===== src/rtl/fb_port_if.sv =====
// Burst command / completion bus between the frame-buffer arbiter and the memory controller.
interface fb_port_if #(
    parameter int ADDR_W = 21
);
    logic              cmd_valid;
    logic              cmd_ready;
    logic              cmd_wr;
    logic [ADDR_W-1:0] cmd_addr;
    logic              mem_done;

    modport master (
        output cmd_valid,
        output cmd_wr,
        output cmd_addr,
        input  cmd_ready,
        input  mem_done
    );

    modport slave (
        input  cmd_valid,
        input  cmd_wr,
        input  cmd_addr,
        output cmd_ready,
        output mem_done
    );
endinterface


===== src/rtl/fb_port_arbiter.sv =====
// Shares one frame-buffer memory port between camera write bursts and display read prefetch.
// Optional double-buffered frame store is enabled by defining FB_BANK_SWAP_EN.
module fb_port_arbiter #(
    parameter int ADDR_W        = 21,
    parameter int LVL_W         = 10,
    parameter int BURST_LEN     = 8,
    parameter int FRAME_WORDS   = 480000,
    parameter int RD_FIFO_DEPTH = 512,
    parameter int RD_LOW        = 64
) (
    input  logic             CLK,
    input  logic             RSTn,
    input  logic             disp_vsync,
    input  logic             cam_frame_start,
    input  logic [LVL_W-1:0] wr_level,
    input  logic [LVL_W-1:0] rd_level,
    fb_port_if.master        mem,
    output logic             busy,
    output logic             rd_underrun
);

    localparam logic [ADDR_W-1:0] BURST_A = ADDR_W'(BURST_LEN);
    localparam logic [ADDR_W-1:0] FRAME_A = ADDR_W'(FRAME_WORDS);

    typedef enum logic [1:0] {IDLE, CMD, WAIT} state_t;

    state_t            state_q, state_d;
    logic              grant_wr, grant_rd, accept;
    logic              last_wr;
    logic              cmd_wr_q;
    logic [ADDR_W-1:0] cmd_addr_q;
    logic [ADDR_W-1:0] wr_ptr, rd_ptr;
    logic [ADDR_W-1:0] wr_addr, rd_addr;
    logic              vsync_q, vsync_fall, rd_en;
    logic              wr_pend, rd_pend, rd_urgent;
    int                rd_free;

    function automatic logic [ADDR_W-1:0] ptr_next(input logic [ADDR_W-1:0] p);
        logic [ADDR_W-1:0] n;
        n = p + BURST_A;
        return (n == FRAME_A) ? '0 : n;
    endfunction

    assign vsync_fall = vsync_q & ~disp_vsync;
    assign rd_free    = RD_FIFO_DEPTH - int'(rd_level);
    assign wr_pend    = int'(wr_level) >= BURST_LEN;
    assign rd_pend    = rd_en && (rd_free >= BURST_LEN);
    assign rd_urgent  = rd_pend && (int'(rd_level) < RD_LOW);

    always_ff @(posedge CLK or negedge RSTn) begin
        if (!RSTn) state_q <= IDLE;
        else       state_q <= state_d;
    end

    // Arbitration only in IDLE; alternation breaks ties, urgency overrides it.
    always_comb begin
        state_d  = state_q;
        grant_wr = 1'b0;
        grant_rd = 1'b0;
        accept   = 1'b0;
        case (state_q)
            IDLE: begin
                if (rd_urgent || (rd_pend && (!wr_pend || last_wr))) grant_rd = 1'b1;
                else if (wr_pend)                                    grant_wr = 1'b1;
                if (grant_rd || grant_wr) state_d = CMD;
            end
            CMD: begin
                if (mem.cmd_ready) begin
                    accept  = 1'b1;
                    state_d = WAIT;
                end
            end
            WAIT: begin
                if (mem.mem_done) state_d = IDLE;
            end
            default: state_d = IDLE;
        endcase
    end

    assign mem.cmd_valid = (state_q == CMD);
    assign mem.cmd_wr    = cmd_wr_q;
    assign mem.cmd_addr  = cmd_addr_q;
    assign busy          = (state_q != IDLE);

    always_ff @(posedge CLK or negedge RSTn) begin
        if (!RSTn) begin
            cmd_wr_q   <= 1'b0;
            cmd_addr_q <= '0;
            last_wr    <= 1'b1;
        end else if (grant_wr || grant_rd) begin
            cmd_wr_q   <= grant_wr;
            cmd_addr_q <= grant_wr ? wr_addr : rd_addr;
            last_wr    <= grant_wr;
        end
    end

    // Frame restarts win over a same-cycle pointer advance.
    always_ff @(posedge CLK or negedge RSTn) begin
        if (!RSTn) begin
            wr_ptr <= '0;
            rd_ptr <= '0;
        end else begin
            if (cam_frame_start)        wr_ptr <= '0;
            else if (accept && cmd_wr_q) wr_ptr <= ptr_next(wr_ptr);
            if (vsync_fall)              rd_ptr <= '0;
            else if (accept && !cmd_wr_q) rd_ptr <= ptr_next(rd_ptr);
        end
    end

    always_ff @(posedge CLK or negedge RSTn) begin
        if (!RSTn) begin
            vsync_q     <= 1'b0;
            rd_en       <= 1'b0;
            rd_underrun <= 1'b0;
        end else begin
            vsync_q <= disp_vsync;
            if (vsync_fall) rd_en <= 1'b1;
            if (rd_en && (rd_level == '0) && disp_vsync) rd_underrun <= 1'b1;
        end
    end

`ifdef FB_BANK_SWAP_EN
    logic wr_bank, done_bank, rd_bank, wr_wrapped, wr_wrap_now;

    assign wr_wrap_now = accept && cmd_wr_q && (ptr_next(wr_ptr) == '0);

    // A bank is only handed to the display once the camera has written it end to end.
    always_ff @(posedge CLK or negedge RSTn) begin
        if (!RSTn) begin
            wr_bank    <= 1'b0;
            done_bank  <= 1'b1;
            rd_bank    <= 1'b1;
            wr_wrapped <= 1'b0;
        end else begin
            if (cam_frame_start) begin
                wr_bank    <= ~wr_bank;
                wr_wrapped <= 1'b0;
                if (wr_wrapped || wr_wrap_now) done_bank <= wr_bank;
            end else if (wr_wrap_now) begin
                wr_wrapped <= 1'b1;
            end
            if (vsync_fall) rd_bank <= done_bank;
        end
    end

    assign wr_addr = {wr_bank, wr_ptr[ADDR_W-2:0]};
    assign rd_addr = {rd_bank, rd_ptr[ADDR_W-2:0]};
`else
    assign wr_addr = wr_ptr;
    assign rd_addr = rd_ptr;
`endif

endmodule


===== src/flat_wrapper.sv =====
// flat-port wrapper written by rule: the top's interface ports become plain ports
module fb_port_arbiter_flat 
#(
    parameter int ADDR_W        = 21,
    parameter int LVL_W         = 10,
    parameter int BURST_LEN     = 8,
    parameter int FRAME_WORDS   = 480000,
    parameter int RD_FIFO_DEPTH = 512,
    parameter int RD_LOW        = 64
)
  (CLK, RSTn, disp_vsync, cam_frame_start, wr_level, rd_level, busy, rd_underrun, mem_cmd_valid, mem_cmd_wr, mem_cmd_addr, mem_cmd_ready, mem_mem_done);
  fb_port_if #(.ADDR_W(ADDR_W)) mem_i ();
  input  logic CLK;
  input  logic RSTn;
  input  logic disp_vsync;
  input  logic cam_frame_start;
  input  logic [LVL_W-1:0] wr_level;
  input  logic [LVL_W-1:0] rd_level;
  output logic busy;
  output logic rd_underrun;
  output wire logic [$bits(mem_i.cmd_valid)-1:0] mem_cmd_valid;
  output wire logic [$bits(mem_i.cmd_wr)-1:0] mem_cmd_wr;
  output wire logic [$bits(mem_i.cmd_addr)-1:0] mem_cmd_addr;
  input wire logic [$bits(mem_i.cmd_ready)-1:0] mem_cmd_ready;
  input wire logic [$bits(mem_i.mem_done)-1:0] mem_mem_done;
  assign mem_cmd_valid = mem_i.cmd_valid;
  assign mem_cmd_wr = mem_i.cmd_wr;
  assign mem_cmd_addr = mem_i.cmd_addr;
  assign mem_i.cmd_ready = mem_cmd_ready;
  assign mem_i.mem_done = mem_mem_done;
  fb_port_arbiter #(.ADDR_W(ADDR_W), .LVL_W(LVL_W), .BURST_LEN(BURST_LEN), .FRAME_WORDS(FRAME_WORDS), .RD_FIFO_DEPTH(RD_FIFO_DEPTH), .RD_LOW(RD_LOW)) u_core (.CLK(CLK), .RSTn(RSTn), .disp_vsync(disp_vsync), .cam_frame_start(cam_frame_start), .wr_level(wr_level), .rd_level(rd_level), .mem(mem_i), .busy(busy), .rd_underrun(rd_underrun));
endmodule

===== config.mk =====
export PLATFORM = sky130hd
export DESIGN_NAME = fb_port_arbiter_flat
export DESIGN_NICKNAME = d
export VERILOG_FILES = /design/src/rtl/fb_port_if.sv /design/src/rtl/fb_port_arbiter.sv /design/src/flat_wrapper.sv
export SDC_FILE = /design/constraint.sdc
export NUM_CORES = 1
export LEC_CHECK = 0
export CORE_MARGIN = 2
export CORE_UTILIZATION = 49
export DETAILED_ROUTE_END_ITERATION = 8
export DONT_BUFFER_PORTS = 1
export PLACE_DENSITY_LB_ADDON = 0.1
export SKIP_LAST_GASP = 1
export SLEW_MARGIN = 15
export SYNTH_ARGS = -nofsm -noshare
export SYNTH_HDL_FRONTEND = slang
export SYNTH_SLANG_ARGS = --single-unit
export TNS_END_PERCENT = 10

===== constraint.sdc =====
create_clock -name CLK -period 4.3 [get_ports CLK]
set_clock_uncertainty 0.1 [all_clocks]
set_input_delay 0 -clock CLK [delete_from_list [all_inputs] [get_ports CLK]]
set_output_delay 0 -clock CLK [all_outputs]
set_load 0.1 [all_outputs]

# --- Word-level counts from Yosys, hierarchy flattened ---
# Cells that the tools add are included.
word_totals:
  wordCells: 63
  inputBits: 26
  output_inout_bits: 25
  regBits: 70
classes:
  n_addsub: 3
  n_reduce_logical: 19
  eq_ne: 7
  n_bitwise: 2
  order_cmp: 3
  muxes: 20
ops:
  columns: ["operator", "count"]
  rows:
  - ["21-bit two-way mux", 7]
  - ["21-bit by 4-bit adder with 21-bit output, second input constant", 2]
  - ["21-bit by 19-bit equality test with 1-bit output, second input constant", 2]
  - ["32-bit by 5-bit greater-or-equal comparator with 1-bit output, second input constant", 1]
  - ["10-bit by 10-bit subtractor with 11-bit output, first input constant", 1]
  - ["10-bit by 4-bit greater-or-equal comparator with 1-bit output, second input constant", 1]
  - ["10-bit logical NOT", 1]
  - ["10-bit by 7-bit less-than comparator with 1-bit output, second input constant", 1]
  - ["1-bit two-way mux", 9]
  - ["1-bit logical AND", 7]
  - ["2-bit two-way mux", 3]
  - ["2-bit one-hot mux with 3 select lines", 1]
  - ["2-bit nonzero test", 3]
  - ["1-bit logical OR", 4]
  - ["2-bit by 1-bit inequality test with 1-bit output, second input constant", 2]
  - ["3-bit AND reduction", 1]
  - ["2-bit by 1-bit equality test with 1-bit output, second input constant", 1]
  - ["2-bit equality test, second input constant", 1]
  - ["1-bit logical NOT", 2]
  - ["2-bit logical NOT", 1]
  - ["2-bit inequality test, second input constant", 1]
  - ["1-bit bitwise AND", 1]
  - ["1-bit inverter", 1]

# --- Depth between registers and ports, before layout ---
# Gate-level depths: netlist (run 1).
depth:
  ltp_word: 10
  mapped_depth: 9
  ltp_nobuf: 8

# --- Worst setup path before layout (run 1) ---
# Ideal clock, no wire load.
synth_path:
  kind: "reg-to-reg"
  from: "reg u_core.state_q[1]"
  to: "reg u_core.rd_ptr[18] (netlist: u_core.rd_addr[18])"
  t_required_ns: 4.118
  t_arrival_ns: 3.097
  setup_slack_ns: 1.020
  stages_incl_launch_ff: 8
  synth_period_minus_slack_ns: 3.280
  cell_sequence: "dfrtp_1 > nor2b_1 > nand2_1 > or2_2 > clkbuf_1 > nor4_1 > a21oi_1 > o22ai_1"
synth_via:
  elab_chain_cells: 4
synth_lines:
  columns: ["item", "line", "rtl"]
  rows:
  - ["from (decl)", "fb_port_arbiter.sv:27", "state_t state_q, state_d;"]
  - ["from (signal assigned)", "fb_port_arbiter.sv:52", "else state_q <= state_d;"]
  - ["2-bit by 1-bit equality test with 1-bit output", null, null]
  - ["net mem_cmd_valid", "flat_wrapper.sv:21", "output wire logic [$bits(mem_i.cmd_valid)-1:0] mem_cmd_valid;"]
  - ["1-bit two-way mux", "fb_port_arbiter.sv:61", "case (state_q)"]
  - ["1-bit logical AND", "fb_port_arbiter.sv:106", "else if (accept && !cmd_wr_q) rd_ptr <= ptr_next(rd_ptr);"]
  - ["2-bit nonzero test (no source line)", null, null]
  - ["to (signal assigned)", "fb_port_arbiter.sv:106", null]
  - ["to (decl)", "fb_port_arbiter.sv:32", "logic [ADDR_W-1:0] wr_ptr, rd_ptr;"]
# The timed path passes the listed nets, and every way through them passes these cells.
# A chain may end at the register's enable or synchronous reset.

# --- Worst setup path after layout (run 1) ---
layout_path:
  from: "reg u_core.rd_ptr[4] (netlist: u_core.rd_addr[4])"
  to: "reg u_core.rd_ptr[12] (netlist: u_core.rd_addr[12])"
layout_via:
  elab_chain_cells: 5
layout_lines:
  columns: ["item", "line", "rtl"]
  rows:
  - ["21-bit by 4-bit adder with 21-bit output (*)", "fb_port_arbiter.sv:40", "n = p + BURST_A;"]
  - ["21-bit by 19-bit equality test with 1-bit output", "fb_port_arbiter.sv:41", "return (n == FRAME_A) ? '0 : n;"]
  - ["21-bit two-way mux (*)", "fb_port_arbiter.sv:41", null]
  - ["21-bit two-way mux (*)", "fb_port_arbiter.sv:106", null]
  - ["21-bit two-way mux (*)", "fb_port_arbiter.sv:105", "if (vsync_fall) rd_ptr <= '0;"]
# Every way passes the cells marked *; elsewhere a longest branch is shown, timed or not. The select of a mux whose other input is x is not followed.

==> results_dict.tcl, run 1 <==
set metrics [dict create \
    status "complete, no violations" \
    antenna_left 0 \
    yosysTopAreaCell "dfrtp_1" \
    r2r_end "u_core.rd_addr[12]" \
    whs_endpoint "u_core.wr_addr[4]" \
    fin_crit_sh_pct 70.64 \
    setup_tns_ps 0 \
    multiInputGateArea_mm2 0.001952 \
    power.internal_mw 1.066 \
    grt_pass1_wl_um 15020 \
    hp-start "mem_cmd_ready" \
    grt_max_degree 62 \
    cts_root_buffer "clkbuf_8" \
    leakage_nw 1.626 \
    final.min_clock_period_ps 3038 \
    power.share.clock_pct 31.7 \
    clk_path_buf_depth 2 \
    power_density_mw_per_mm2 445.2 \
    antenna_found_initial 0 \
    dp.cells 495 \
    diodes 0 \
    synth-seq-cells 61 \
    worst_slew_pin_slew_ps 1024 \
    synth-edff-count 0 \
    yosysWarnings 0 \
    synth_cells 421 \
    regArea_mm2 0.001528 \
    numCtsBuffers 9 \
    synthMostInstantiatedCell "dfrtp_1" \
    worstReg2RegStart "u_core.rd_addr[4]" \
    clk_latency_ps 340 \
    die-area_mm2 0.008195 \
    fin_area_mm2 0.003990 \
    cts.htree.levels 3 \
    vias 3082 \
    grt_use_total_pct 22.78 \
    switching_power_mw 0.7103 \
    syn-cell-area_mm2 0.003669 \
    rr_worst_depth 8 \
    cts_setup_buffers 0 \
    initial_utilization_pct 50.58 \
    critPathArrivalTime_ps 3170 \
    boundaryPins 51 \
    drc_errors 0 \
    yosys.area.top_type_share_pct 40.93 \
    crit_path_end_kind "flip-flop" \
    max_freq_mhz 329.2 \
    place_area_mm2 0.003667 \
    synth_area_leaders "dfrtp_1 41%, mux2i_1 5.5%, nand2_1 5.4%" \
    drt_first_pass_iters 5 \
    grt_pass1_vias 2960 \
    switching_share_pct 39.98 \
    hp-class "in -> reg" \
    fin_nets 444 \
    grt_overflow 0 \
    synth_flop_cell "dfrtp_1" \
    place_ws_ps 1265 \
    drt_iter0_drc 165 \
    crit_path_max_fanout 10 \
    die_x_um 90.53 \
    drive_above_1_share_pct 8.789 \
    routed_via_density 5.927 \
    place_congestion 0.8868 \
    reg2reg_slack_ps 1260 \
    core_area_mm2 0.007253 \
    hpwl_um 6134 \
    post_cts_resized 0 \
    postSynth.asyncResetShare_pct 100.0 \
    syn-mean-instance-area_um2 8.714 \
    yosysSeqAreaShare_pct 41.64 \
    rsz0062_at_grt "no" \
    maxCapViolCount 0 \
    p_comb_share_pct 25.2 \
    drv_slew 0 \
    worstSetupPathType "reg -> reg" \
    tritoncts "done" \
    cts_num_sinks 61 \
    yosys.cell_types.count 65 \
    wire_per_inst_um 17.04 \
    synth_common_cells "60 x dfrtp_1, 53 x nand2_1, 37 x nor2_1, 31 x o21ai_0, 25 x nand3_1" \
    setup_viol 0 \
    crit_path_start_kind "flip-flop" \
    dieHeight_um 90.53 \
    ir_drop_v 0.0002115 \
    wirelength_um 8861 \
    pwr-share-seq_pct 43.1 \
    fill_cells 672 \
    clk_pin_slew_ps 70 \
    finalHoldViolCount 0 \
    worst_slack_ps 1262 \
    fin_cells 520 \
    fp-row-count 31 \
    areaGrowthSynthToFinish_pct 8.765 \
    crit_required_ps 4430 \
    port_buffers 0 \
    max_slew_margin_pct 31.75 \
    hold_depth 3 \
]
==> final cells by class <==
type | count | area share, %
Multi-Input combinational cell | 323 | 48.92
Sequential cell | 61 | 38.29
Timing Repair Buffer | 14 | 3.637
Clock buffer | 10 | 3.198
Tap cell | 99 | 3.104
Clock inverter | 6 | 2.195
Inverter | 7 | 0.6585
==> kinds of logic after synthesis <==
family                   Yosys count  synth area share [%]
multiplexers                      21                 5.764
buffers and inverters             39                 5.525
flip-flops                        61                 41.64
other                              1                0.1022
AND/OR/NAND/NOR                  195                 27.12
XOR/XNOR                          22                 5.252
AO/OA/AOI/OAI                     80                 13.92
adder cells (fa/ha/maj)            2                0.6820
==> power groups by stage <==
stage	Sequential, mW	Clock, mW	Combinational, mW
final	0.766	0.562	0.448
after global routing	0.775	0.604	0.489
after CTS	0.766	0.572	0.451
after detailed placement	0.777	0	0.427
after global placement	0.775	0	0.423
after floorplan	0.757	0	0.358
==> metrics by stage <==
step                hold WS, ps  util, %  total power, mW
global route              67.42    55.01            1.868
global placement         -394.1    50.56            1.198
detailed placement       -394.3    50.56            1.204
finish                    50.30    55.01            1.776
floorplan                -395.6        -            1.115
CTS                       24.48    55.01            1.789
==> placed cells by master (no fill, tap or decap), types with 3 or more instances in the layout <==
cell type	Yosys	layout
and2_1	3	3
or3_1	3	3
buf_4	3	5
nand3_1	25	25
xnor2_1	6	6
a31oi_1	3	3
clkbuf_8	3	9
a21oi_1	21	21
o22ai_1	3	3
dfrtp_1	60	60
o21ai_0	31	30
conb_1	1	3
mux2i_1	20	20
nand2b_1	4	4
and4_1	3	3
nand2_1	53	53
nor4_1	9	9
nor3_1	17	17
xor2_1	16	16
nand4_1	11	11
nor2_1	37	37
and3_1	8	8
inv_1	7	7
dlygate4sd3_1	0	8
a311oi_1	3	3
==> worst max-delay path by stage <==
stage,from,end,slack [ps]
after global routing,u_core.rd_addr[4],u_core.rd_addr[12],1030
after floorplan,u_core.state_q[1],u_core.rd_addr[18],1020
after CTS,u_core.rd_addr[4],u_core.rd_addr[12],1260
after global placement,u_core.rd_addr[4],u_core.rd_addr[12],1300
final,u_core.rd_addr[4],u_core.rd_addr[12],1260
after detailed placement,u_core.rd_addr[4],u_core.rd_addr[12],1270
==> worst max-delay path, stage by stage, from the launching register on <==
cell	delay (ps)
dfrtp_1	460
ha_1	410
inv_1	140
or3_1	380
a2111oi_2	360
o2111ai_1	210
a2111oi_4	600
nand2_1	90
and3_1	190
==> state kept, by name, summed over array words and instances (netlist names) <==
name and flops:
u_core.rd_underrun 1, u_core.wr_addr 18, u_core.last_wr 1, u_core.rd_addr 18, u_core.vsync_q 1, u_core.state_q 2
u_core.mem.cmd_wr 1, u_core.rd_en 1, u_core.mem.cmd_addr 18
==> what timing repair did <==
item,in CTS,in global routing
endpoints found under the hold margin,95,0
setup endpoints to repair,0,0
hold buffers,9,0
==> metal layers <==
metal | GRT usage [%] | routed length, um | vias to the layer above
li1 | - | - | 1501
met5 | 0 | 0 | -
met2 | 34.89 | 3954 | 95
met1 | 32.72 | 4240 | 1476
met3 | 3.840 | 546 | 10
met4 | 7.949 | 119 | 0
(Power assumes the default switching activity.)
==> run 2, diff against run 1 <==
Clock period 4.3 ns to 2.6 ns, I/O delays scaled along.
==> run 2 against run 1 <==
Core utilization rose by 6.7 points. Non-clock buffer count is 55 higher. Combinational power rose to 2.5 times the previous value. Count of clock-buffer cells in the layout up 1. Critical path depth grew 1. Global-route usage increased by 1.5 points. Via count rose by 5.5%. First-iteration DRC count is 0.61% lower. Largest power group is now combinational logic.
==> results_dict.tcl, run 2 (synthesis gave the netlist of run 1 again) <==
set metrics [dict create \
    crit_path_start_kind "primary input" \
    grt_max_degree 62 \
    areaGrowthSynthToFinish_pct 22.03 \
    crit_path_max_fanout 18 \
    antenna_found_initial 0 \
    multiInputGateArea_mm2 0.001994 \
    cts.htree.levels 3 \
    fin_crit_sh_pct 96.72 \
    vias 3253 \
    fp-row-count 31 \
    reg2reg_slack_ps 130 \
    hp-class "in -> reg" \
    routed_via_density 5.657 \
    worst_slew_pin_slew_ps 892.3 \
    worstSetupPathType "in -> reg" \
    worstReg2RegStart "u_core.rd_addr[7]" \
    core_area_mm2 0.007253 \
    switching_share_pct 39.20 \
    clk_pin_slew_ps 70 \
    whs_ps 51.81 \
    drive_above_1_share_pct 18.91 \
    regArea_mm2 0.001528 \
    numCtsBuffers 9 \
    fin_nets 499 \
    place_area_mm2 0.004040 \
    crit_required_ps 2760 \
    setup_tns_ps 0 \
    status "complete, no violations" \
    critPathArrivalTime_ps 2670 \
    r2r_end "u_core.rd_addr[8]" \
    wire_per_inst_um 16.74 \
    dieHeight_um 90.53 \
    setup_viol 0 \
    power.share.clock_pct 29.1 \
    ir_drop_v 0.0004522 \
    grt_overflow 0 \
    drt_first_pass_iters 4 \
    grt_pass1_vias 3229 \
    rsz0062_at_grt "yes" \
    crit_path_end_kind "flip-flop" \
    drc_errors 0 \
    initial_utilization_pct 50.58 \
    layout_commonest_cell "dfrtp_1" \
    hpwl_um 6503 \
    clk_path_buf_depth 2 \
    die_x_um 90.53 \
    place_ws_ps 111.5 \
    grt_use_total_pct 24.30 \
    worst_slack_ps 85.19 \
    dp.cells 544 \
    mostFrequentLayoutCells "60 x dfrtp_1, 54 x buf_4, 53 x nand2_1" \
    power.internal_mw 1.897 \
    boundaryPins 51 \
    rr_worst_depth 8 \
    die-area_mm2 0.008195 \
    antenna_left 0 \
    wirelength_um 9628 \
    cts_num_sinks 61 \
    final.min_clock_period_ps 2515 \
    switching_power_mw 1.223 \
    port_buffers 0 \
    drt_iter0_drc 164 \
    cp-endpoint "u_core.mem.cmd_addr[5]" \
    p_comb_share_pct 36.4 \
    power_density_mw_per_mm2 697.0 \
    tritoncts "done" \
    maxCapViolCount 0 \
    leakage_nw 1.924 \
    clk_latency_ps 340 \
    max_slew_margin_pct 40.51 \
    grt_pass1_wl_um 15870 \
    crit_path_start "wr_level[6]" \
    finalHoldViolCount 0 \
    diodes 0 \
    drv_slew 0 \
    place_congestion 0.9402 \
    fin_cells 575 \
    max_freq_mhz 397.6 \
    cts_root_buffer "clkbuf_8" \
    pwr-share-seq_pct 34.5 \
    fin_area_mm2 0.004477 \
    fill_cells 651 \
]
==> run 2: critical path, stage by stage <==
cell and delay (ps):
dlygate4sd3_1 550, nor4_1 200, dlygate4sd3_1 590, nand2_1 60
dlygate4sd3_1 600, o21ai_4 270, clkbuf_16 240, nand2_1 50
o21ai_0 90
==> run 2: worst min path at each step <==
stage,start,to,slack [ps],depth (start not counted)
6_report,mem_cmd_ready,u_core.wr_addr[4],50,3
5_1_grt,mem_cmd_ready,u_core.wr_addr[4],70,3
4_1_cts,mem_cmd_ready,u_core.wr_addr[4],50,3
3_5_place_dp,RSTn,u_core.rd_underrun,-390,0
3_3_place_gp,RSTn,u_core.rd_underrun,-390,0
2_1_floorplan,RSTn,u_core.mem.cmd_addr[10],-400,0
==> run 2: layout make-up <==
class,instances,area share (%)
Multi-Input combinational cell,323,44.55
Clock buffer,11,2.935
Timing Repair Buffer,69,13.36
Inverter,7,0.5869
Sequential cell,61,34.13
Clock inverter,5,1.677
Tap cell,99,2.767
==> run 2: power groups by stage <==
stage | Combinational, mW | Clock, mW | Sequential, mW
4_1_cts | 1.01 | 0.932 | 1.08
6_report | 1.13 | 0.908 | 1.08
3_3_place_gp | 0.963 | 0 | 1.09
5_1_grt | 1.21 | 0.970 | 1.09
2_1_floorplan | 0.600 | 0 | 1.26
3_5_place_dp | 0.969 | 0 | 1.09
==> run 2: layer usage <==
| layer | track usage, % | part of all wire, % | up-vias |
|---|---|---|---|
| met5 | 0 | 0 | - |
| met3 | 5.760 | 4.2 | 9 |
| met2 | 40.98 | 50 | 75 |
| met1 | 31.24 | 45 | 1560 |
| li1 | - | - | 1609 |
| met4 | 6.667 | 1.0 | 0 |
==> run 2: stage by stage <==
| stage | utilization, % | power (mW) |
|---|---|---|
| 2_1_floorplan | - | 1.856 |
| 3_3_place_gp | 55.70 | 2.053 |
| 3_5_place_dp | 55.70 | 2.063 |
| 4_1_cts | 60.58 | 3.021 |
| 5_1_grt | 61.72 | 3.270 |
| 6_report | 61.72 | 3.120 |
==> run 2: what timing repair did <==
item	4_1_cts	5_1_grt
hold buffers	13	0
resized for setup	0	8
endpoints found under the setup margin	0	32
endpoints found under the hold margin	99	0
setup buffers	0	1
==> run 3, diff against run 2 <==
Settings changed: CELL_PAD_IN_SITES_DETAIL_PLACEMENT set to 2, CELL_PAD_IN_SITES_GLOBAL_PLACEMENT set to 2, CORE_UTILIZATION 49 to 35, SLEW_MARGIN 15 to 20.
==> run 3 against run 2 <==
Core utilization is 18 points lower. Power down 7.0%. Wire length increased by 27%. Final cell count is 6.1% higher. Largest cell class unchanged. Fmax grew 0.92%. Global-route usage down 1.4 points.
==> results_dict.tcl, run 3 (synthesis gave the netlist of run 1 again) <==
set metrics [dict create \
    grt_use_met1_pct 29.12 \
    max_stage_delay_ps 450 \
    grtUsageMet3_pct 3.066 \
    setup_tns_ps 0 \
    switching_power_mw 1.246 \
    power_density_mw_per_mm2 649.1 \
    utilization_pct 43.67 \
    max_slew_margin_pct 38.18 \
    max_freq_mhz 401.3 \
    place_congestion 0.8307 \
    routed_via_density 5.552 \
    leakage_nw 1.871 \
    rsz0062_at_grt "yes" \
    worst_slack_ps 108.2 \
    critPathSlowestCell "dfrtp_1" \
    die_x_um 106.4 \
    pwr-share-seq_pct 37.1 \
    tritoncts "done" \
    cts.htree.levels 3 \
    place_area_mm2 0.004109 \
    ir_drop_v 0.0003621 \
    fin_crit_sh_pct 95.84 \
    wire_per_inst_um 20.12 \
    final.min_clock_period_ps 2492 \
    drc_errors 0 \
    maxCapViolCount 0 \
    port_buffers 0 \
    place_ws_ps -12.25 \
    grt_pass1_vias 3721 \
    diodes 0 \
    path_cells "buf_4, and2_2, and4_1, and3_2, o21ai_1, a2111oi_4, buf_4, a2111oi_0" \
    die-area_mm2 0.01132 \
    grt-busiest-layer "met2" \
    critPathArrivalTime_ps 2600 \
    power.share.clock_pct 26.6 \
    boundaryPins 51 \
    whs_ps 54.39 \
    critPathBufInv 2 \
    antenna_found_initial 0 \
    cts_num_sinks 61 \
    cpMostUsedCell "buf_4" \
    worst_slew_pin_slew_ps 927.3 \
    numCtsBuffers 9 \
    p_total_mw 2.900 \
    clk_latency_ps 340 \
    drv_slew 0 \
    fp-row-count 37 \
    status "complete, no violations" \
    antenna_left 0 \
    crit_path_end_kind "flip-flop" \
    crit_family "compound AO/OA/AOI/OAI gates" \
    switching_share_pct 42.95 \
    hpwl_um 8751 \
    dieHeight_um 106.4 \
    setup_viol 0 \
    worstSetupPathType "reg -> reg" \
    layout_commonest_cell "buf_4" \
    areaGrowthSynthToFinish_pct 21.79 \
    clk_path_buf_depth 2 \
    grt_overflow 0 \
    hp-class "in -> reg" \
    crit_required_ps 2710 \
    drt_iter0_drc 122 \
    cts_root_buffer "clkbuf_8" \
    fin_area_mm2 0.004468 \
    grt_use_total_pct 22.91 \
    drt_first_pass_iters 4 \
    power.internal_mw 1.655 \
    fin_cells 610 \
    clk_pin_slew_ps 80 \
    finalHoldViolCount 0 \
    vias 3387 \
    grt_util_met2_pct 40.25 \
    crit_path_start_kind "flip-flop" \
    grt_pass1_wl_um 20040 \
    fin_nets 498 \
    wirelength_um 12270 \
    core_area_mm2 0.01023 \
    p_comb_share_pct 36.2 \
    mostFrequentLayoutCells "59 x buf_4, 54 x dfrtp_1, 53 x nand2_1" \
    drive_above_1_share_pct 22.15 \
    grt_max_degree 62 \
    dp.cells 584 \
    crit_path_max_fanout 5 \
    initial_utilization_pct 35.86 \
]
## run 3: cell count changes in the layout (fill, tap and decap cells not counted), moves of 2 or more
cell	before	now
dfrtp_1	60	54
dfrtp_2	0	6
buf_4	54	59
dlygate4sd3_1	12	8
bufinv_16	2	0
clkinvlp_4	0	2
ha_1	2	0
ha_2	0	2
## run 3: final timing paths
kind	startpoint	end	slack, ps	cells past startpoint
worst max-delay path	u_core.rd_addr[6]	u_core.rd_addr[8]	110	8
worst min-delay path	mem_cmd_ready	u_core.wr_addr[4]	50	3
worst max register to register	u_core.rd_addr[6]	u_core.rd_addr[8]	110	8
worst min register to register	u_core.last_wr	u_core.last_wr	360	2
max in group asynchronous	RSTn	u_core.rd_addr[9]	1960	2
min in group asynchronous	RSTn	u_core.rd_addr[14]	110	2
## run 3: power by group through the flow
stage	Combinational (mW)	Clock [mW]	Sequential [mW]
after global placement	1.00	0	1.09
after detailed placement	1.02	0	1.10
final	1.05	0.773	1.08
after CTS	1.06	0.792	1.08
after global routing	1.13	0.829	1.09
after floorplan	0.600	0	1.26
## run 3: repair_timing
action | 4_1_cts | 5_1_grt
endpoints found under the hold margin | 98 | 0
pin swaps | 0 | 7
resized for setup | 1 | 18
buffers inserted | 0 | 2
hold buffers | 9 | 0
endpoints found under the setup margin | 2 | 13
## run 3: per-layer routing
| metal | vias up | share of wire (%) |
|---|---|---|
| li1 | 1598 | - |
| met1 | 1748 | 46 |
| met2 | 33 | 51 |
| met3 | 8 | 2.0 |
| met4 | 0 | 0.96 |
| met5 | - | 0 |
## run 3: layout make-up
cell class,count,area (um^2)
clock buffers,11,141.4
clock inverters,4,25.02
fillers,1156,5763
inverters,7,26.28
multi-input cells,323,2019
flip-flops and latches,61,1535
well taps,136,170.2
repair buffers,68,550.5
## run 3: worst reg2reg max path: stages (launching register included)
cell       delay, ps
dfrtp_1          450
buf_4            170
and2_2           210
and4_1           250
and3_2           230
o21ai_1          260
a2111oi_4        140
buf_4            160
a2111oi_0        390
